`src/rtl/rgbw_pkg.sv`:
```
// Shared definitions for the RGBW PWM bank: default widths, channel indices,
// commit FSM states and the phase-stagger offset helper.
package rgbw_pkg;

    localparam int NUM_CH_DEF  = 4;
    localparam int DUTY_W_DEF  = 8;
    localparam int PRESC_W_DEF = 8;
    localparam int ADDR_W_DEF  = 4;

    localparam int CH_RED   = 0;
    localparam int CH_GREEN = 1;
    localparam int CH_BLUE  = 2;
    localparam int CH_WHITE = 3;

    typedef enum logic {
        ST_IDLE    = 1'b0,
        ST_PENDING = 1'b1
    } commit_state_t;

    // Counter offset for channel ch when edges are spread evenly over one period.
    function automatic int phase_offset(input int ch, input int num_ch, input int duty_w);
        return (ch * ((1 << duty_w) / num_ch)) % (1 << duty_w);
    endfunction

endpackage

```
`src/rtl/rgbw_pwm_bank_if.sv`:
```
// Duty write / commit port between the SPI deserializer (master) and the PWM bank (slave).
interface rgbw_pwm_bank_if
    import rgbw_pkg::*;
#(
    parameter int ADDR_W = ADDR_W_DEF,
    parameter int DUTY_W = DUTY_W_DEF
);
    logic              wr_en;
    logic [ADDR_W-1:0] wr_addr;
    logic [DUTY_W-1:0] wr_data;
    logic              commit;
    logic              commit_pending;
    logic              upd_done;

    modport master (
        output wr_en, wr_addr, wr_data, commit,
        input  commit_pending, upd_done
    );

    modport slave (
        input  wr_en, wr_addr, wr_data, commit,
        output commit_pending, upd_done
    );
endinterface

```
`src/rtl/rgbw_tick_presc.sv`:
```
// Runtime-programmable tick divider: one tick every presc cycles (0 and 1 mean every cycle).
module rgbw_tick_presc
    import rgbw_pkg::*;
#(
    parameter int PRESC_W = PRESC_W_DEF
) (
    input  logic               clk,
    input  logic               rst_n,
    input  logic               en,
    input  logic [PRESC_W-1:0] presc,
    output logic               tick
);
    logic [PRESC_W-1:0] pcnt_reg;
    logic [PRESC_W-1:0] pcnt_next;
    logic               last_cnt;

    // The >= compare lets a shrinking presc terminate the count instead of wrapping.
    always_comb begin
        last_cnt  = (presc <= PRESC_W'(1)) || (pcnt_reg >= (presc - PRESC_W'(1)));
        tick      = en && last_cnt;
        pcnt_next = (!en || last_cnt) ? '0 : pcnt_reg + PRESC_W'(1);
    end

    always_ff @(posedge clk or negedge rst_n) begin
        if (!rst_n) begin
            pcnt_reg <= '0;
        end else begin
            pcnt_reg <= pcnt_next;
        end
    end

endmodule

```
`src/rtl/rgbw_pwm_bank.sv`:
```
// N-channel PWM bank with shadow duty registers committed atomically at the period wrap.
// Optional macro PWM_PHASE_STAGGER_EN spreads channel rising edges evenly across the period.
module rgbw_pwm_bank
    import rgbw_pkg::*;
#(
    parameter int NUM_CH  = NUM_CH_DEF,
    parameter int DUTY_W  = DUTY_W_DEF,
    parameter int PRESC_W = PRESC_W_DEF,
    parameter int ADDR_W  = ADDR_W_DEF
) (
    input  logic               clk,
    input  logic               rst_n,
    input  logic               en,
    input  logic [PRESC_W-1:0] presc,
    rgbw_pwm_bank_if.slave     bus,
    output logic               period_start,
    output logic [NUM_CH-1:0]  pwm_out
);
    logic              tick;
    logic              wrap;
    logic [DUTY_W-1:0] cnt_reg;
    logic              period_start_reg;
    logic              upd_done_reg;
    logic              load_active;
    commit_state_t     state_reg;
    commit_state_t     state_next;

    rgbw_tick_presc #(
        .PRESC_W (PRESC_W)
    ) u_presc (
        .clk   (clk),
        .rst_n (rst_n),
        .en    (en),
        .presc (presc),
        .tick  (tick)
    );

    assign wrap = tick && (cnt_reg == '1);

    always_ff @(posedge clk or negedge rst_n) begin
        if (!rst_n) begin
            cnt_reg          <= '0;
            period_start_reg <= 1'b0;
            upd_done_reg     <= 1'b0;
            state_reg        <= ST_IDLE;
        end else begin
            if (!en) begin
                cnt_reg <= '0;
            end else if (tick) begin
                cnt_reg <= cnt_reg + DUTY_W'(1);
            end
            period_start_reg <= wrap;
            upd_done_reg     <= load_active;
            state_reg        <= state_next;
        end
    end

    // A commit arriving in IDLE on a wrap cycle waits for the following wrap.
    always_comb begin
        state_next  = state_reg;
        load_active = 1'b0;
        case (state_reg)
            ST_IDLE: begin
                if (bus.commit) begin
                    state_next = ST_PENDING;
                end
            end
            ST_PENDING: begin
                if (wrap) begin
                    load_active = 1'b1;
                    state_next  = ST_IDLE;
                end
            end
            default: state_next = ST_IDLE;
        endcase
    end

    assign bus.commit_pending = (state_reg == ST_PENDING);
    assign bus.upd_done       = upd_done_reg;
    assign period_start       = period_start_reg;

    for (genvar gi = 0; gi < NUM_CH; gi++) begin : g_ch
`ifdef PWM_PHASE_STAGGER_EN
        localparam logic [DUTY_W-1:0] PHASE_OFF = DUTY_W'(phase_offset(gi, NUM_CH, DUTY_W));
`else
        localparam logic [DUTY_W-1:0] PHASE_OFF = '0;
`endif
        logic [DUTY_W-1:0] shadow_reg;
        logic [DUTY_W-1:0] active_reg;
        logic [DUTY_W-1:0] cmp_val;
        logic              pwm_bit_reg;

        assign cmp_val    = cnt_reg + PHASE_OFF;
        assign pwm_out[gi] = pwm_bit_reg;

        // Out-of-range addresses match no channel, so such writes simply vanish.
        always_ff @(posedge clk or negedge rst_n) begin
            if (!rst_n) begin
                shadow_reg  <= '0;
                active_reg  <= '0;
                pwm_bit_reg <= 1'b0;
            end else begin
                if (load_active) begin
                    active_reg <= shadow_reg;
                end
                if (bus.wr_en && (bus.wr_addr == ADDR_W'(gi))) begin
                    shadow_reg <= bus.wr_data;
                end
                pwm_bit_reg <= en && (cmp_val < active_reg);
            end
        end
    end

endmodule
```
`src/flat_wrapper.sv`:
```
// flat-port wrapper written by rule: the top's interface ports become plain ports
module rgbw_pwm_bank_flat import rgbw_pkg::*;
#(
    parameter int NUM_CH  = NUM_CH_DEF,
    parameter int DUTY_W  = DUTY_W_DEF,
    parameter int PRESC_W = PRESC_W_DEF,
    parameter int ADDR_W  = ADDR_W_DEF
)
  (clk, rst_n, en, presc, period_start, pwm_out, bus_wr_en, bus_wr_addr, bus_wr_data, bus_commit, bus_commit_pending, bus_upd_done);
  rgbw_pwm_bank_if #(.ADDR_W(ADDR_W), .DUTY_W(DUTY_W)) bus_i ();
  input  logic clk;
  input  logic rst_n;
  input  logic en;
  input  logic [PRESC_W-1:0] presc;
  output logic period_start;
  output logic [NUM_CH-1:0] pwm_out;
  input wire logic [$bits(bus_i.wr_en)-1:0] bus_wr_en;
  input wire logic [$bits(bus_i.wr_addr)-1:0] bus_wr_addr;
  input wire logic [$bits(bus_i.wr_data)-1:0] bus_wr_data;
  input wire logic [$bits(bus_i.commit)-1:0] bus_commit;
  output wire logic [$bits(bus_i.commit_pending)-1:0] bus_commit_pending;
  output wire logic [$bits(bus_i.upd_done)-1:0] bus_upd_done;
  assign bus_i.wr_en = bus_wr_en;
  assign bus_i.wr_addr = bus_wr_addr;
  assign bus_i.wr_data = bus_wr_data;
  assign bus_i.commit = bus_commit;
  assign bus_commit_pending = bus_i.commit_pending;
  assign bus_upd_done = bus_i.upd_done;
  rgbw_pwm_bank #(.NUM_CH(NUM_CH), .DUTY_W(DUTY_W), .PRESC_W(PRESC_W), .ADDR_W(ADDR_W)) u_core (.clk(clk), .rst_n(rst_n), .en(en), .presc(presc), .bus(bus_i), .period_start(period_start), .pwm_out(pwm_out));
endmodule
```
`config.mk`:
```
export PLATFORM = sky130hd
export DESIGN_NAME = rgbw_pwm_bank_flat
export DESIGN_NICKNAME = d
export VERILOG_FILES = /design/src/rtl/rgbw_pkg.sv /design/src/rtl/rgbw_pwm_bank_if.sv /design/src/rtl/rgbw_tick_presc.sv /design/src/rtl/rgbw_pwm_bank.sv /design/src/flat_wrapper.sv
export SDC_FILE = /design/constraint.sdc
export NUM_CORES = 1
export LEC_CHECK = 0
export CORE_UTILIZATION = 35
export CTS_BUF_LIST = sky130_fd_sc_hd__clkbuf_16
export DETAILED_ROUTE_END_ITERATION = 6
export HOLD_SLACK_MARGIN = 0.08
export MAX_ROUTING_LAYER = met4
export SLEW_MARGIN = 25
export SYNTH_ARGS = -nofsm -noshare
export SYNTH_HDL_FRONTEND = slang
export SYNTH_SLANG_ARGS = --single-unit
```
`constraint.sdc`:
```
create_clock -name clk -period 5.01 [get_ports clk]
set_input_delay 0.501 -clock clk [delete_from_list [all_inputs] [get_ports clk]]
set_output_delay 0.501 -clock clk [all_outputs]
set_load 0.1 [all_outputs]
```
### After elaboration in Yosys (flattened, before gate mapping)

Index checks and enable logic that the tools add are counted.
W data, S select, Z words.

* add/sub/neg operators: 3
* multipliers: 0
* div/mod/pow operators: 0
* order comparisons: 6
* equality and inequality tests: 5
* shift-type cells: 0
* mux-type cells: 8
* bitwise gates (word level): 1
* reduce and logical (&&, ||, !) cells: 14

Operators by type and width (number)
* $lt A8 B8 Y1: 4
* $mux W8: 3
* $add A8 B1 Y8 const B: 2
* $logic_and A1 B1 Y1: 10
* $eq A4 B2 Y1 const B: 2
* $eq A8 B8 Y1 const B: 1
* $ge A8 B8 Y1: 1
* $le A8 B1 Y1 const B: 1
* $sub A8 B1 Y8 const B: 1
* $eq A4 B1 Y1 const B: 1
* $logic_not A4 Y1: 1
* $mux W1: 4
* $logic_or A1 B1 Y1: 2
* $ne A2 B1 Y1 const B: 1
* $pmux W1 S2: 1
* $logic_not A1 Y1: 1
* $not A1 Y1: 1

* register bits after elaboration: 87
* latch bits: 0
* memory bits (writable): 0
* memory bits (read-only): 0
* output and inout bits: 7
* word-level logic and storage cells: 54
* memories: 0

### Logic depth before layout (Yosys ltp)

Gate-level depths: netlist of the first run.

* depth in word-level cells: 7
* depth in mapped cells: 12

### Cells and area by module

A second synthesis of the first run with hierarchy kept.

* cells, all modules: 360
* area, all modules: 4453.0 µm²

Modules (own cells, without submodules)
* rgbw_pwm_bank: instances 1, cells an instance 287, area each 3769.9 µm², sequential area each 1976.9 µm²
* rgbw_tick_presc: instances 1, cells an instance 73, area each 683.2 µm², sequential area each 200.2 µm²

### Worst setup path before layout of the first run

Ideal clock, no wire load.

* path kind: input-to-reg
* start point: input port presc[2]
* end point: register u_core.g_ch[1].active_reg[4]
* setup time: 0.125 ns
* data arrival time: 3.290 ns
* required time: 4.885 ns
* path slack: 1.595 ns
* cell stages on the path: 10
* path buffers: 1
* cell sequence: or4_4 > nor4_1 > xnor2_1 > ha_1 > nand2_1 > or3_2 > o221ai_2 > o2111ai_4 > buf_6 > mux2_4

* word-level cells in the longest chain between the ends: 7
* elaborated cells on any way between the ends: 8
* classes of those cells: add/sub (1); order compare (2); mux (2); reduce/logical (3)

RTL lines
* from (decl): line flat_wrapper.sv:14 `input logic [PRESC_W-1:0] presc;`
* $sub A8 B1 Y8: line rgbw_tick_presc.sv:19 `last_cnt = (presc <= PRESC_W'(1)) || (pcnt_reg >= (presc - PRESC_W'(1)));`
* $ge A8 B8 Y1: line rgbw_tick_presc.sv:19
* $logic_or A1 B1 Y1 (*): line rgbw_tick_presc.sv:19
* $logic_and A1 B1 Y1 (*): line rgbw_tick_presc.sv:20 `tick = en && last_cnt;`
* $logic_and A1 B1 Y1 (*): line rgbw_pwm_bank.sv:38 `assign wrap = tick && (cnt_reg == '1);`
* $mux W1 (*): line rgbw_pwm_bank.sv:69 `if (wrap) begin`
* $mux W1 (*): line rgbw_pwm_bank.sv:62 `case (state_reg)`
* to (signal assigned): line rgbw_pwm_bank.sv:104 `active_reg <= shadow_reg;`
* to (decl): line rgbw_pwm_bank.sv:89 `logic [DUTY_W-1:0] active_reg;`

Mark *: on every way between the ends. The rest lies on a longest branch, timed or not.
A chain may end at the register's enable or synchronous reset.

### Worst setup path in the final report of the first run

Ends and elaborated chain as after synthesis.

==> run_summary.xml, run 1 <==
<?xml version="1.0" encoding="UTF-8"?>
<metrics>
  <group name="run_status">
    <metric name="outcome" unit="">completed</metric>
  </group>
  <group name="grt">
    <metric name="grt_pass1_wl" unit="um">14900</metric>
    <metric name="grt_use_total" unit="%">15.0</metric>
    <metric name="pin_count_of_the_biggest_net_entering_global_routing" unit="">47</metric>
    <metric name="grt_overflow_total" unit="">0</metric>
    <metric name="number_of_global_route_vias_before_repair" unit="">3096</metric>
    <metric name="antenna_found_initial" unit="">0</metric>
  </group>
  <group name="sta">
    <metric name="final_hold_viol_count" unit="">0</metric>
    <metric name="rsz_0062_raised_after_global_routing" unit="">false</metric>
    <metric name="hold-worst-slack" unit="ps">136</metric>
    <metric name="crit_share_post_route" unit="%">76.2</metric>
    <metric name="slew_violations" unit="">0</metric>
    <metric name="slew_headroom" unit="%">34.2</metric>
    <metric name="min_period" unit="ps">3820</metric>
    <metric name="timing.setup.tns" unit="ps">0</metric>
    <metric name="worst_pin_slew" unit="ps">983</metric>
    <metric name="setup-violations-final" unit="">0</metric>
    <metric name="worst_clock_skew" unit="ps">6.77</metric>
    <metric name="max_freq" unit="MHz">262</metric>
  </group>
  <group name="clock_network">
    <metric name="htree_num_levels" unit="">3</metric>
    <metric name="clkLatencyLatePin" unit="ps">340</metric>
    <metric name="number_of_buffers_added_to_fix_hold_violations_after_cts" unit="">0</metric>
    <metric name="clock_tree.buffer_depth" unit="">2</metric>
    <metric name="cts_made_buffers" unit="">9</metric>
    <metric name="clockRootBuffer" unit="">sky130_fd_sc_hd__clkbuf_16</metric>
    <metric name="tritoncts" unit="">done</metric>
    <metric name="postCtsSetupRepairBufs" unit="">0</metric>
    <metric name="clock_net_sink_count" unit="">87</metric>
    <metric name="cts_resized" unit="">0</metric>
    <metric name="cts.reportedPaths.clkPinSlew" unit="ps">60</metric>
  </group>
  <group name="detailed_routing">
    <metric name="route.detailed.drc" unit="">0</metric>
    <metric name="detail_route.wl_per_cell" unit="um">14.7</metric>
    <metric name="detail-route-antenna-nets" unit="">0</metric>
    <metric name="firstDrtPassIters" unit="">4</metric>
    <metric name="routed-via-count" unit="">2959</metric>
    <metric name="detailedRoute.firstIterationViolations" unit="">104</metric>
    <metric name="drt-vias-per-instance" unit="">4.93</metric>
    <metric name="sum_of_routed_wire_length_over_all_layers" unit="um">8790</metric>
  </group>
  <group name="run">
    <metric name="cap_viol_max_count" unit="">0</metric>
  </group>
  <group name="pwr">
    <metric name="power_dens_cells" unit="nW/um2">303</metric>
    <metric name="highest_ir_drop_seen_on_vdd" unit="V">0.000197</metric>
    <metric name="p_leak" unit="nW">2.42</metric>
  </group>
  <group name="setup_path">
    <metric name="critical_path.slowest_cell" unit="">sky130_fd_sc_hd__or4_4</metric>
    <metric name="timing_worst_setup_path_type" unit="">input port to flip-flop</metric>
    <metric name="crit_path_cell_trace" unit="">clkdlybuf4s50_1 &gt; or4_4 &gt; nor4_1 &gt; xnor2_1 &gt; ha_1 &gt; nand2_1 &gt; or3_2 &gt; o221ai_2 &gt; o2111ai_4 &gt; buf_4 &gt; mux2_4</metric>
    <metric name="timing.critical_path.required" unit="ps">5230</metric>
    <metric name="worst_r2r_startpoint" unit="">u_core.u_presc.pcnt_reg[2]</metric>
    <metric name="cp_buf_inv_count" unit="">2</metric>
    <metric name="cp-end-kind" unit="">flip-flop</metric>
    <metric name="critical_path_s_largest_stage_delay" unit="ps">600</metric>
    <metric name="timing.critical_path.from_type" unit="">input port</metric>
    <metric name="worstRegToRegCells" unit="">7</metric>
    <metric name="r2r_slack" unit="ps">2290</metric>
    <metric name="worst_ep_arrival_time" unit="ps">4040</metric>
    <metric name="rr_endpoint" unit="">u_core.g_ch[1].active_reg[5]</metric>
    <metric name="crit_fanout" unit="">33</metric>
    <metric name="critical_path.top_delay_family" unit="">simple AND/OR/NAND/NOR gates</metric>
  </group>
  <group name="synthesis">
    <metric name="synthArstFlopShare" unit="%">100</metric>
    <metric name="edff_count_synth" unit="">0</metric>
    <metric name="netlist-cell-type-count" unit="">45</metric>
    <metric name="synthFlopType" unit="">sky130_fd_sc_hd__dfrtp_1</metric>
    <metric name="synth.net_count" unit="">456</metric>
    <metric name="sequential_area_share_after_synthesis" unit="%">47.3</metric>
    <metric name="post_synth_inst_count" unit="">391</metric>
    <metric name="ys_warn_count" unit="">0</metric>
    <metric name="post_synthesis_instance_area" unit="um2">4610</metric>
    <metric name="number_of_flip_flops_and_latches_in_the_synthesized_netlist" unit="">87</metric>
    <metric name="synth.avg_cell_area" unit="um2">11.8</metric>
  </group>
  <group name="worst_hold_path">
    <metric name="hold_path_class" unit="">input port to asynchronous set/reset pin</metric>
  </group>
  <group name="placed_design">
    <metric name="final_hpwl_from_detailed_placement" unit="um">6360</metric>
    <metric name="port-buffer-count" unit="">31</metric>
    <metric name="gp_congestion" unit="">0.829</metric>
  </group>
  <group name="floorplanning">
    <metric name="floorplan_die_width" unit="um">117</metric>
    <metric name="initial_core_util" unit="%">36.2</metric>
    <metric name="design.die.area" unit="um2">13600</metric>
    <metric name="die_h" unit="um">117</metric>
    <metric name="floorplan.rows" unit="">41</metric>
    <metric name="floorplan.io_pins" unit="">32</metric>
    <metric name="coreArea" unit="um2">12700</metric>
  </group>
  <group name="final_layout">
    <metric name="final_nets" unit="">488</metric>
    <metric name="antennaDiodeCount" unit="">0</metric>
    <metric name="final.fill_count" unit="">1242</metric>
    <metric name="layout-area-overhead-vs-synth" unit="%">16.6</metric>
    <metric name="drive_gt1_share" unit="%">21.7</metric>
  </group>
</metrics>
[where the power goes]
part,internal [mW],switching (mW),leakage (nW)
Combinational,0.0769,0.0615,1.11
Sequential,0.766,0.0340,1.15
Clock,0.429,0.261,0.157
[cell usage after synthesis, drive strengths merged, types with 6 or more instances]
cell type	count	area share (%)
a21o	7	1.1
a21oi	13	1.4
and3	13	1.8
buf	7	1.4
dfrtp	87	47
ha	40	11
inv	34	2.8
mux2	65	16
nand2	21	1.7
nand2b	6	0.82
nand3	12	1.3
nor2	10	0.82
nor2b	7	0.95
o21ai	8	0.87
o311ai	6	1.1
xnor2	10	1.9
[worst reg2reg max path, delay by kind of cell, from the launching register on]
kind / cells / cell delay, ps
compound gates: 4 / 1030
buf+inv: 1 / 400
mux: 1 / 420
flops: 1 / 420
fa+ha+maj: 1 / 330
[stage by stage]
| step | utilization [%] | area [um2] | worst slack, ps | total power [mW] | cells |
|---|---|---|---|---|---|
| final | 42.2 | 5370 | 1190 | 1.63 | 600 |
| after global routing | 42.2 | 5370 | 947 | 1.70 | 600 |
| after CTS | 42.3 | 5380 | 1180 | 1.66 | 600 |
| after detailed placement | 39.9 | 5070 | 820 | 0.955 | 584 |
| after global placement | 39.9 | 5070 | 923 | 0.948 | 584 |
| after floorplan | - | 4610 | 1600 | 0.887 | 391 |
[how the worst max path moves through the flow]
stage / depth (start not counted) / slack (ps) / to / startpoint
3_5_place_dp: 11 / 820 / u_core.g_ch[1].active_reg[4] / presc[2]
6_report: 11 / 1190 / u_core.g_ch[1].active_reg[4] / presc[2]
4_1_cts: 11 / 1180 / u_core.g_ch[1].active_reg[4] / presc[2]
5_1_grt: 11 / 950 / u_core.g_ch[1].active_reg[4] / presc[2]
2_1_floorplan: 10 / 1600 / u_core.g_ch[1].active_reg[4] / presc[2]
3_3_place_gp: 11 / 920 / u_core.g_ch[1].active_reg[4] / presc[2]
[cell type report]
class	instances	area, um2	share of cell area, %
clock buffers	9	225	4.19
clock inverters	7	80.1	1.49
inverters	34	128	2.38
multi-input cells	258	2230	41.5
flip-flops and latches	87	2180	40.5
well taps	172	215	4.01
repair buffers	33	318	5.92
[cells in the final DEF, fill, tap and decap left out, types with 3 or more instances in the layout]
cell and n:
sky130_fd_sc_hd__dfrtp_1 87, sky130_fd_sc_hd__mux2_2 64, sky130_fd_sc_hd__ha_1 40, sky130_fd_sc_hd__inv_1 36
sky130_fd_sc_hd__clkdlybuf4s50_1 29, sky130_fd_sc_hd__nand2_1 21, sky130_fd_sc_hd__a21oi_1 13, sky130_fd_sc_hd__and3_1 12
sky130_fd_sc_hd__nand3_1 12, sky130_fd_sc_hd__xnor2_1 10, sky130_fd_sc_hd__nor2_1 10, sky130_fd_sc_hd__clkbuf_16 9
sky130_fd_sc_hd__o21ai_0 8, sky130_fd_sc_hd__nor2b_1 7, sky130_fd_sc_hd__a21o_1 7, sky130_fd_sc_hd__nand2b_1 6
sky130_fd_sc_hd__o311ai_0 6, sky130_fd_sc_hd__nand4_1 5, sky130_fd_sc_hd__nor3_1 3, sky130_fd_sc_hd__a31oi_1 3
sky130_fd_sc_hd__buf_4 3
[metal layers]
layer  routed length, um  up-vias  GRT usage, %
li1                    -     1462             -
met2                3860       49          22.0
met1                4430     1435          19.5
met3                 377       13          4.31
met5                   0        -             -
met4                 128        0          5.57
[cell families after synthesis]
| family | share of synthesized area [%] |
|---|---|
| AOI/OAI and AO/OA | 7.42 |
| xor gates and xnor gates | 2.28 |
| adders and majority gates | 10.9 |
| buffers and inverters | 4.56 |
| DFF | 47.3 |
| muxes | 16.0 |
| and+or+nand+nor | 11.6 |
No activity file was read; power rests on OpenSTA's default activity.
==> run 2, diff against run 1 <==
==> constraint.sdc (replaced) <==
create_clock -name clk -period 3.9 [get_ports clk]
set_input_delay 0.39 -clock clk [delete_from_list [all_inputs] [get_ports clk]]
set_output_delay 0.39 -clock clk [all_outputs]
set_load 0.1 [all_outputs]
==> run_summary.xml, run 2 (same netlist as run 1, synthesis figures left out) <==
<?xml version="1.0" encoding="UTF-8"?>
<metrics>
  <group name="run_status">
    <metric name="outcome" unit="">completed</metric>
  </group>
  <group name="setup_path">
    <metric name="rr_endpoint" unit="">u_core.cnt_reg[0]</metric>
    <metric name="timing.critical_path.required" unit="ps">4130</metric>
    <metric name="worst_ep_arrival_time" unit="ps">3630</metric>
    <metric name="timing_worst_setup_path_type" unit="">input port to flip-flop</metric>
    <metric name="worstRegToRegCells" unit="">7</metric>
    <metric name="worst_r2r_startpoint" unit="">u_core.u_presc.pcnt_reg[2]</metric>
    <metric name="cp-end-kind" unit="">flip-flop</metric>
    <metric name="r2r_slack" unit="ps">1340</metric>
    <metric name="crit_fanout" unit="">32</metric>
    <metric name="timing.critical_path.from_type" unit="">input port</metric>
  </group>
  <group name="final_layout">
    <metric name="final-instance-count-excl-fill" unit="">603</metric>
    <metric name="antennaDiodeCount" unit="">0</metric>
    <metric name="drive_gt1_share" unit="%">22.3</metric>
    <metric name="commonest_cells_after_routing_fill_and_taps_aside" unit="">sky130_fd_sc_hd__dfrtp_1 (87), sky130_fd_sc_hd__mux2_2 (64), sky130_fd_sc_hd__ha_1 (40)</metric>
    <metric name="final_nets" unit="">491</metric>
    <metric name="finalCoreUtilization" unit="%">42.6</metric>
    <metric name="design_area" unit="um2">5410</metric>
    <metric name="layout-area-overhead-vs-synth" unit="%">17.5</metric>
    <metric name="layout_commonest_cell" unit="">sky130_fd_sc_hd__dfrtp_1</metric>
  </group>
  <group name="floorplanning">
    <metric name="coreArea" unit="um2">12700</metric>
    <metric name="floorplan_die_width" unit="um">117</metric>
    <metric name="floorplan.rows" unit="">41</metric>
    <metric name="die_h" unit="um">117</metric>
    <metric name="floorplan.io_pins" unit="">32</metric>
    <metric name="initial_core_util" unit="%">36.2</metric>
    <metric name="design.die.area" unit="um2">13600</metric>
  </group>
  <group name="clock_network">
    <metric name="cts.reportedPaths.clkPinSlew" unit="ps">60</metric>
    <metric name="clock_net_sink_count" unit="">87</metric>
    <metric name="clockRootBuffer" unit="">sky130_fd_sc_hd__clkbuf_16</metric>
    <metric name="clock_tree.buffer_depth" unit="">2</metric>
    <metric name="clkLatencyLatePin" unit="ps">340</metric>
    <metric name="number_of_buffers_added_to_fix_hold_violations_after_cts" unit="">0</metric>
    <metric name="cts_resized" unit="">0</metric>
    <metric name="htree_num_levels" unit="">3</metric>
    <metric name="tritoncts" unit="">done</metric>
    <metric name="cts_made_buffers" unit="">9</metric>
    <metric name="postCtsSetupRepairBufs" unit="">0</metric>
  </group>
  <group name="placed_design">
    <metric name="place_area" unit="um2">5100</metric>
    <metric name="placed_cells_incl_taps" unit="">587</metric>
    <metric name="gp_congestion" unit="">0.778</metric>
    <metric name="port-buffer-count" unit="">31</metric>
    <metric name="pre_cts_ws" unit="ps">134</metric>
    <metric name="final_hpwl_from_detailed_placement" unit="um">6180</metric>
  </group>
  <group name="sta">
    <metric name="slew_violations" unit="">0</metric>
    <metric name="crit_share_post_route" unit="%">87.2</metric>
    <metric name="slew_headroom" unit="%">35.5</metric>
    <metric name="worst_pin_slew" unit="ps">964</metric>
    <metric name="worst_clock_skew" unit="ps">8.65</metric>
    <metric name="min_period" unit="ps">3400</metric>
    <metric name="timing.setup.tns" unit="ps">0</metric>
    <metric name="final_hold_viol_count" unit="">0</metric>
    <metric name="setup-violations-final" unit="">0</metric>
    <metric name="max_freq" unit="MHz">294</metric>
    <metric name="rsz_0062_raised_after_global_routing" unit="">false</metric>
    <metric name="hold-worst-slack" unit="ps">107</metric>
    <metric name="postLayoutSetupSlackWorst" unit="ps">500</metric>
  </group>
  <group name="pwr">
    <metric name="share_seq_of_total_power" unit="%">48.7</metric>
    <metric name="power_dens_cells" unit="nW/um2">390</metric>
    <metric name="p_int" unit="mW">1.64</metric>
    <metric name="post-layout-total-power" unit="mW">2.11</metric>
    <metric name="clock_power_share" unit="%">42.8</metric>
    <metric name="power.share.switching" unit="%">22.3</metric>
    <metric name="highest_ir_drop_seen_on_vdd" unit="V">0.000179</metric>
    <metric name="p_leak" unit="nW">2.43</metric>
    <metric name="power.switching" unit="mW">0.470</metric>
    <metric name="pwr-share-comb" unit="%">8.5</metric>
  </group>
  <group name="grt">
    <metric name="number_of_global_route_vias_before_repair" unit="">3136</metric>
    <metric name="grt_use_total" unit="%">14.9</metric>
    <metric name="grt_pass1_wl" unit="um">14800</metric>
    <metric name="grt_overflow_total" unit="">0</metric>
    <metric name="antenna_found_initial" unit="">0</metric>
    <metric name="pin_count_of_the_biggest_net_entering_global_routing" unit="">88</metric>
  </group>
  <group name="run">
    <metric name="cap_viol_max_count" unit="">0</metric>
  </group>
  <group name="detailed_routing">
    <metric name="detail_route.wl_per_cell" unit="um">14.6</metric>
    <metric name="detailedRoute.firstIterationViolations" unit="">69</metric>
    <metric name="firstDrtPassIters" unit="">4</metric>
    <metric name="drt-vias-per-instance" unit="">4.85</metric>
    <metric name="routed-via-count" unit="">2924</metric>
    <metric name="detail-route-antenna-nets" unit="">0</metric>
    <metric name="sum_of_routed_wire_length_over_all_layers" unit="um">8810</metric>
    <metric name="route.detailed.drc" unit="">0</metric>
  </group>
  <group name="worst_hold_path">
    <metric name="hold_path_class" unit="">input port to asynchronous set/reset pin</metric>
  </group>
</metrics>
[run 2: critical path, stage by stage]
cell and delay (ps):
sky130_fd_sc_hd__clkdlybuf4s50_1 470, sky130_fd_sc_hd__inv_1 130, sky130_fd_sc_hd__ha_1 220, sky130_fd_sc_hd__inv_1 70, sky130_fd_sc_hd__or3_2 420, sky130_fd_sc_hd__xor2_1 160
sky130_fd_sc_hd__ha_1 270, sky130_fd_sc_hd__nand2_1 40, sky130_fd_sc_hd__or3_2 470, sky130_fd_sc_hd__o221ai_2 270, sky130_fd_sc_hd__o2111ai_4 180, sky130_fd_sc_hd__buf_12 210
sky130_fd_sc_hd__mux2_4 310
[run 2: worst max-delay path by stage]
| stage | startpoint | to | slack [ps] | cells past startpoint |
|---|---|---|---|---|
| after floorplan | presc[2] | u_core.g_ch[1].active_reg[4] | 600 | 10 |
| after global placement | presc[0] | u_core.g_ch[1].active_reg[4] | 180 | 13 |
| after detailed placement | presc[0] | u_core.g_ch[1].active_reg[4] | 130 | 13 |
| after CTS | presc[0] | u_core.g_ch[1].active_reg[4] | 500 | 13 |
| after global routing | presc[2] | u_core.g_ch[1].active_reg[4] | 330 | 11 |
| final | presc[0] | u_core.g_ch[1].active_reg[4] | 500 | 13 |
[run 2: layer usage]
| metal | vias to the layer above | global-route usage [%] | share of wire (%) |
|---|---|---|---|
| li1 | 1460 | - | - |
| met5 | - | - | 0 |
| met1 | 1417 | 18.9 | 51 |
| met3 | 12 | 2.96 | 2.5 |
| met2 | 35 | 23.6 | 45 |
| met4 | 0 | 5.40 | 1.4 |
[run 2: layout make-up]
type	count	area, um2
Inverter	34	128
Timing Repair Buffer	36	362
Multi-Input combinational cell	258	2220
Clock inverter	7	88.8
Fill cell	1267	7310
Clock buffer	9	225
Tap cell	172	215
Sequential cell	87	2180
[run 2: power groups by stage]
stage	registers, mW	logic [mW]	clock network (mW)
4_1_cts	1.03	0.183	0.932
2_1_floorplan	1.03	0.113	0
3_5_place_dp	1.05	0.182	0
5_1_grt	1.04	0.202	0.967
3_3_place_gp	1.04	0.175	0
6_report	1.03	0.179	0.903
==> run 3, diff against run 2 <==
--- a/config.mk
+++ b/config.mk
@@ -5,7 +5,8 @@
 export SDC_FILE = /design/constraint.sdc
 export NUM_CORES = 1
 export LEC_CHECK = 0
-export CORE_UTILIZATION = 35
+export CORE_MARGIN = 1
+export CORE_UTILIZATION = 31
 export CTS_BUF_LIST = sky130_fd_sc_hd__clkbuf_16
 export DETAILED_ROUTE_END_ITERATION = 6
 export HOLD_SLACK_MARGIN = 0.08
==> run_summary.xml, run 3 (same netlist as run 1, synthesis figures left out) <==
<?xml version="1.0" encoding="UTF-8"?>
<metrics>
  <group name="run_status">
    <metric name="outcome" unit="">completed</metric>
  </group>
  <group name="detailed_routing">
    <metric name="detail-route-antenna-nets" unit="">0</metric>
    <metric name="detailedRoute.firstIterationViolations" unit="">124</metric>
    <metric name="route.detailed.drc" unit="">0</metric>
    <metric name="detail_route.wl_per_cell" unit="um">14.7</metric>
    <metric name="firstDrtPassIters" unit="">4</metric>
    <metric name="routed-via-count" unit="">2993</metric>
    <metric name="sum_of_routed_wire_length_over_all_layers" unit="um">9070</metric>
    <metric name="drt-vias-per-instance" unit="">4.85</metric>
  </group>
  <group name="setup_path">
    <metric name="cp-end-kind" unit="">flip-flop</metric>
    <metric name="critical_path.slowest_cell" unit="">sky130_fd_sc_hd__or4_4</metric>
    <metric name="crit_path_cell_trace" unit="">clkdlybuf4s50_1 &gt; or4_4 &gt; nor4_1 &gt; xnor2_1 &gt; ha_1 &gt; nand2_1 &gt; or3_2 &gt; o221ai_2 &gt; o2111ai_4 &gt; buf_12 &gt; mux2_4</metric>
    <metric name="r2r_slack" unit="ps">1330</metric>
    <metric name="worst_r2r_startpoint" unit="">u_core.u_presc.pcnt_reg[2]</metric>
    <metric name="crit_fanout" unit="">32</metric>
    <metric name="startpoint" unit="">presc[2]</metric>
    <metric name="worst_ep_arrival_time" unit="ps">3750</metric>
    <metric name="timing.critical_path.from_type" unit="">input port</metric>
    <metric name="timing_worst_setup_path_type" unit="">input port to flip-flop</metric>
    <metric name="critical_path_s_largest_stage_delay" unit="ps">600</metric>
    <metric name="timing.critical_path.required" unit="ps">4120</metric>
  </group>
  <group name="sta">
    <metric name="timing.setup.tns" unit="ps">0</metric>
    <metric name="worst_pin_slew" unit="ps">965</metric>
    <metric name="crit_share_post_route" unit="%">90.6</metric>
    <metric name="max_freq" unit="MHz">283</metric>
    <metric name="worst_clock_skew" unit="ps">5.89</metric>
    <metric name="setup-violations-final" unit="">0</metric>
    <metric name="slew_violations" unit="">0</metric>
    <metric name="min_period" unit="ps">3530</metric>
    <metric name="rsz_0062_raised_after_global_routing" unit="">false</metric>
    <metric name="final_hold_viol_count" unit="">0</metric>
    <metric name="slew_headroom" unit="%">35.5</metric>
  </group>
  <group name="floorplanning">
    <metric name="floorplan_die_width" unit="um">124</metric>
    <metric name="design.die.area" unit="um2">15300</metric>
    <metric name="coreArea" unit="um2">14500</metric>
    <metric name="floorplan.io_pins" unit="">32</metric>
    <metric name="floorplan.rows" unit="">44</metric>
    <metric name="die_h" unit="um">124</metric>
    <metric name="initial_core_util" unit="%">31.7</metric>
  </group>
  <group name="final_layout">
    <metric name="commonest_cells_after_routing_fill_and_taps_aside" unit="">sky130_fd_sc_hd__dfrtp_1 (87), sky130_fd_sc_hd__mux2_2 (64), sky130_fd_sc_hd__ha_1 (40)</metric>
    <metric name="layout-area-overhead-vs-synth" unit="%">18.1</metric>
    <metric name="finalCoreUtilization" unit="%">37.4</metric>
    <metric name="antennaDiodeCount" unit="">0</metric>
    <metric name="drive_gt1_share" unit="%">21.9</metric>
    <metric name="final_nets" unit="">493</metric>
    <metric name="final-instance-count-excl-fill" unit="">617</metric>
    <metric name="layout_commonest_cell" unit="">sky130_fd_sc_hd__dfrtp_1</metric>
  </group>
  <group name="grt">
    <metric name="grt_use_total" unit="%">13.3</metric>
    <metric name="number_of_global_route_vias_before_repair" unit="">3117</metric>
    <metric name="pin_count_of_the_biggest_net_entering_global_routing" unit="">53</metric>
    <metric name="grt_pass1_wl" unit="um">15200</metric>
    <metric name="antenna_found_initial" unit="">0</metric>
    <metric name="grt_overflow_total" unit="">0</metric>
  </group>
  <group name="clock_network">
    <metric name="tritoncts" unit="">done</metric>
    <metric name="postCtsSetupRepairBufs" unit="">0</metric>
    <metric name="clkLatencyLatePin" unit="ps">330</metric>
    <metric name="cts_made_buffers" unit="">9</metric>
    <metric name="clock_net_sink_count" unit="">87</metric>
    <metric name="number_of_buffers_added_to_fix_hold_violations_after_cts" unit="">1</metric>
    <metric name="cts_resized" unit="">0</metric>
    <metric name="htree_num_levels" unit="">3</metric>
    <metric name="clock_tree.buffer_depth" unit="">2</metric>
    <metric name="clockRootBuffer" unit="">sky130_fd_sc_hd__clkbuf_16</metric>
    <metric name="cts.reportedPaths.clkPinSlew" unit="ps">60</metric>
  </group>
  <group name="placed_design">
    <metric name="gp_congestion" unit="">0.783</metric>
    <metric name="final_hpwl_from_detailed_placement" unit="um">6640</metric>
    <metric name="port-buffer-count" unit="">31</metric>
    <metric name="placed_cells_incl_taps" unit="">600</metric>
  </group>
  <group name="pwr">
    <metric name="p_int" unit="mW">1.58</metric>
    <metric name="p_leak" unit="nW">2.43</metric>
    <metric name="share_seq_of_total_power" unit="%">50.4</metric>
    <metric name="pwr-share-comb" unit="%">8.9</metric>
    <metric name="clock_power_share" unit="%">40.7</metric>
    <metric name="power.share.switching" unit="%">22.8</metric>
    <metric name="power_dens_cells" unit="nW/um2">376</metric>
    <metric name="power.switching" unit="mW">0.466</metric>
    <metric name="highest_ir_drop_seen_on_vdd" unit="V">0.000223</metric>
  </group>
  <group name="run">
    <metric name="cap_viol_max_count" unit="">0</metric>
  </group>
  <group name="worst_hold_path">
    <metric name="hold_path_class" unit="">flip-flop to flip-flop</metric>
    <metric name="holdCritStartpoint" unit="">u_core.g_ch[2].shadow_reg[7]</metric>
  </group>
</metrics>
## run 3: power groups by stage
stage	Clock, mW	Combinational [mW]	Sequential (mW)
3_5_place_dp	0	0.185	1.05
3_3_place_gp	0	0.173	1.04
6_report	0.832	0.182	1.03
5_1_grt	0.895	0.205	1.04
2_1_floorplan	0	0.113	1.03
4_1_cts	0.850	0.187	1.03
## run 3: through the flow
stage	instance area (um2)	setup WS, ps	power (mW)	hold WS [ps]
final	5440	368	2.04	506
after floorplan	4610	596	1.14	94.4
after detailed placement	5140	39.5	1.23	392
after CTS	5440	379	2.07	511
after global routing	5440	267	2.14	523
after global placement	5110	202	1.22	486
## run 3: final timing paths
path,endpoint,depth (start not counted)
worst min-delay path,u_core.g_ch[2].shadow_reg[7],1
max in group asynchronous,u_core.g_ch[0].active_reg[3],3
worst min register to register,u_core.g_ch[2].shadow_reg[7],1
min in group asynchronous,u_core.cnt_reg[7],2
worst max-delay path,u_core.g_ch[1].active_reg[4],11
worst max register to register,u_core.cnt_reg[1],7
## run 3: cell type report
| type | instances | area (um2) |
|---|---|---|
| Multi-Input combinational cell | 258 | 2220 |
| Fill cell | 1426 | 9090 |
| Clock inverter | 7 | 65.1 |
| Inverter | 34 | 128 |
| Tap cell | 184 | 230 |
| Timing Repair Buffer | 38 | 395 |
| Sequential cell | 87 | 2180 |
| Clock buffer | 9 | 225 |
## run 3: layer usage
layer  global-route usage, %  share of wire (%)  up-vias
li1                        -                  -     1467
met1                    17.1                 50     1470
met2                    21.0                 46       46
met3                    2.34                2.6       10
met4                    4.69                1.4        0
met5                       -                  0        -
## run 3: worst max-delay path, delay by kind of cell
kind / cells / cell delay [ps]
and+or+nand+nor: 4 / 1450
AOI/OAI and AO/OA: 2 / 460
muxes: 1 / 310
buffers and inverters: 2 / 690
adders and majority gates: 1 / 310
xor gates and xnor gates: 1 / 130
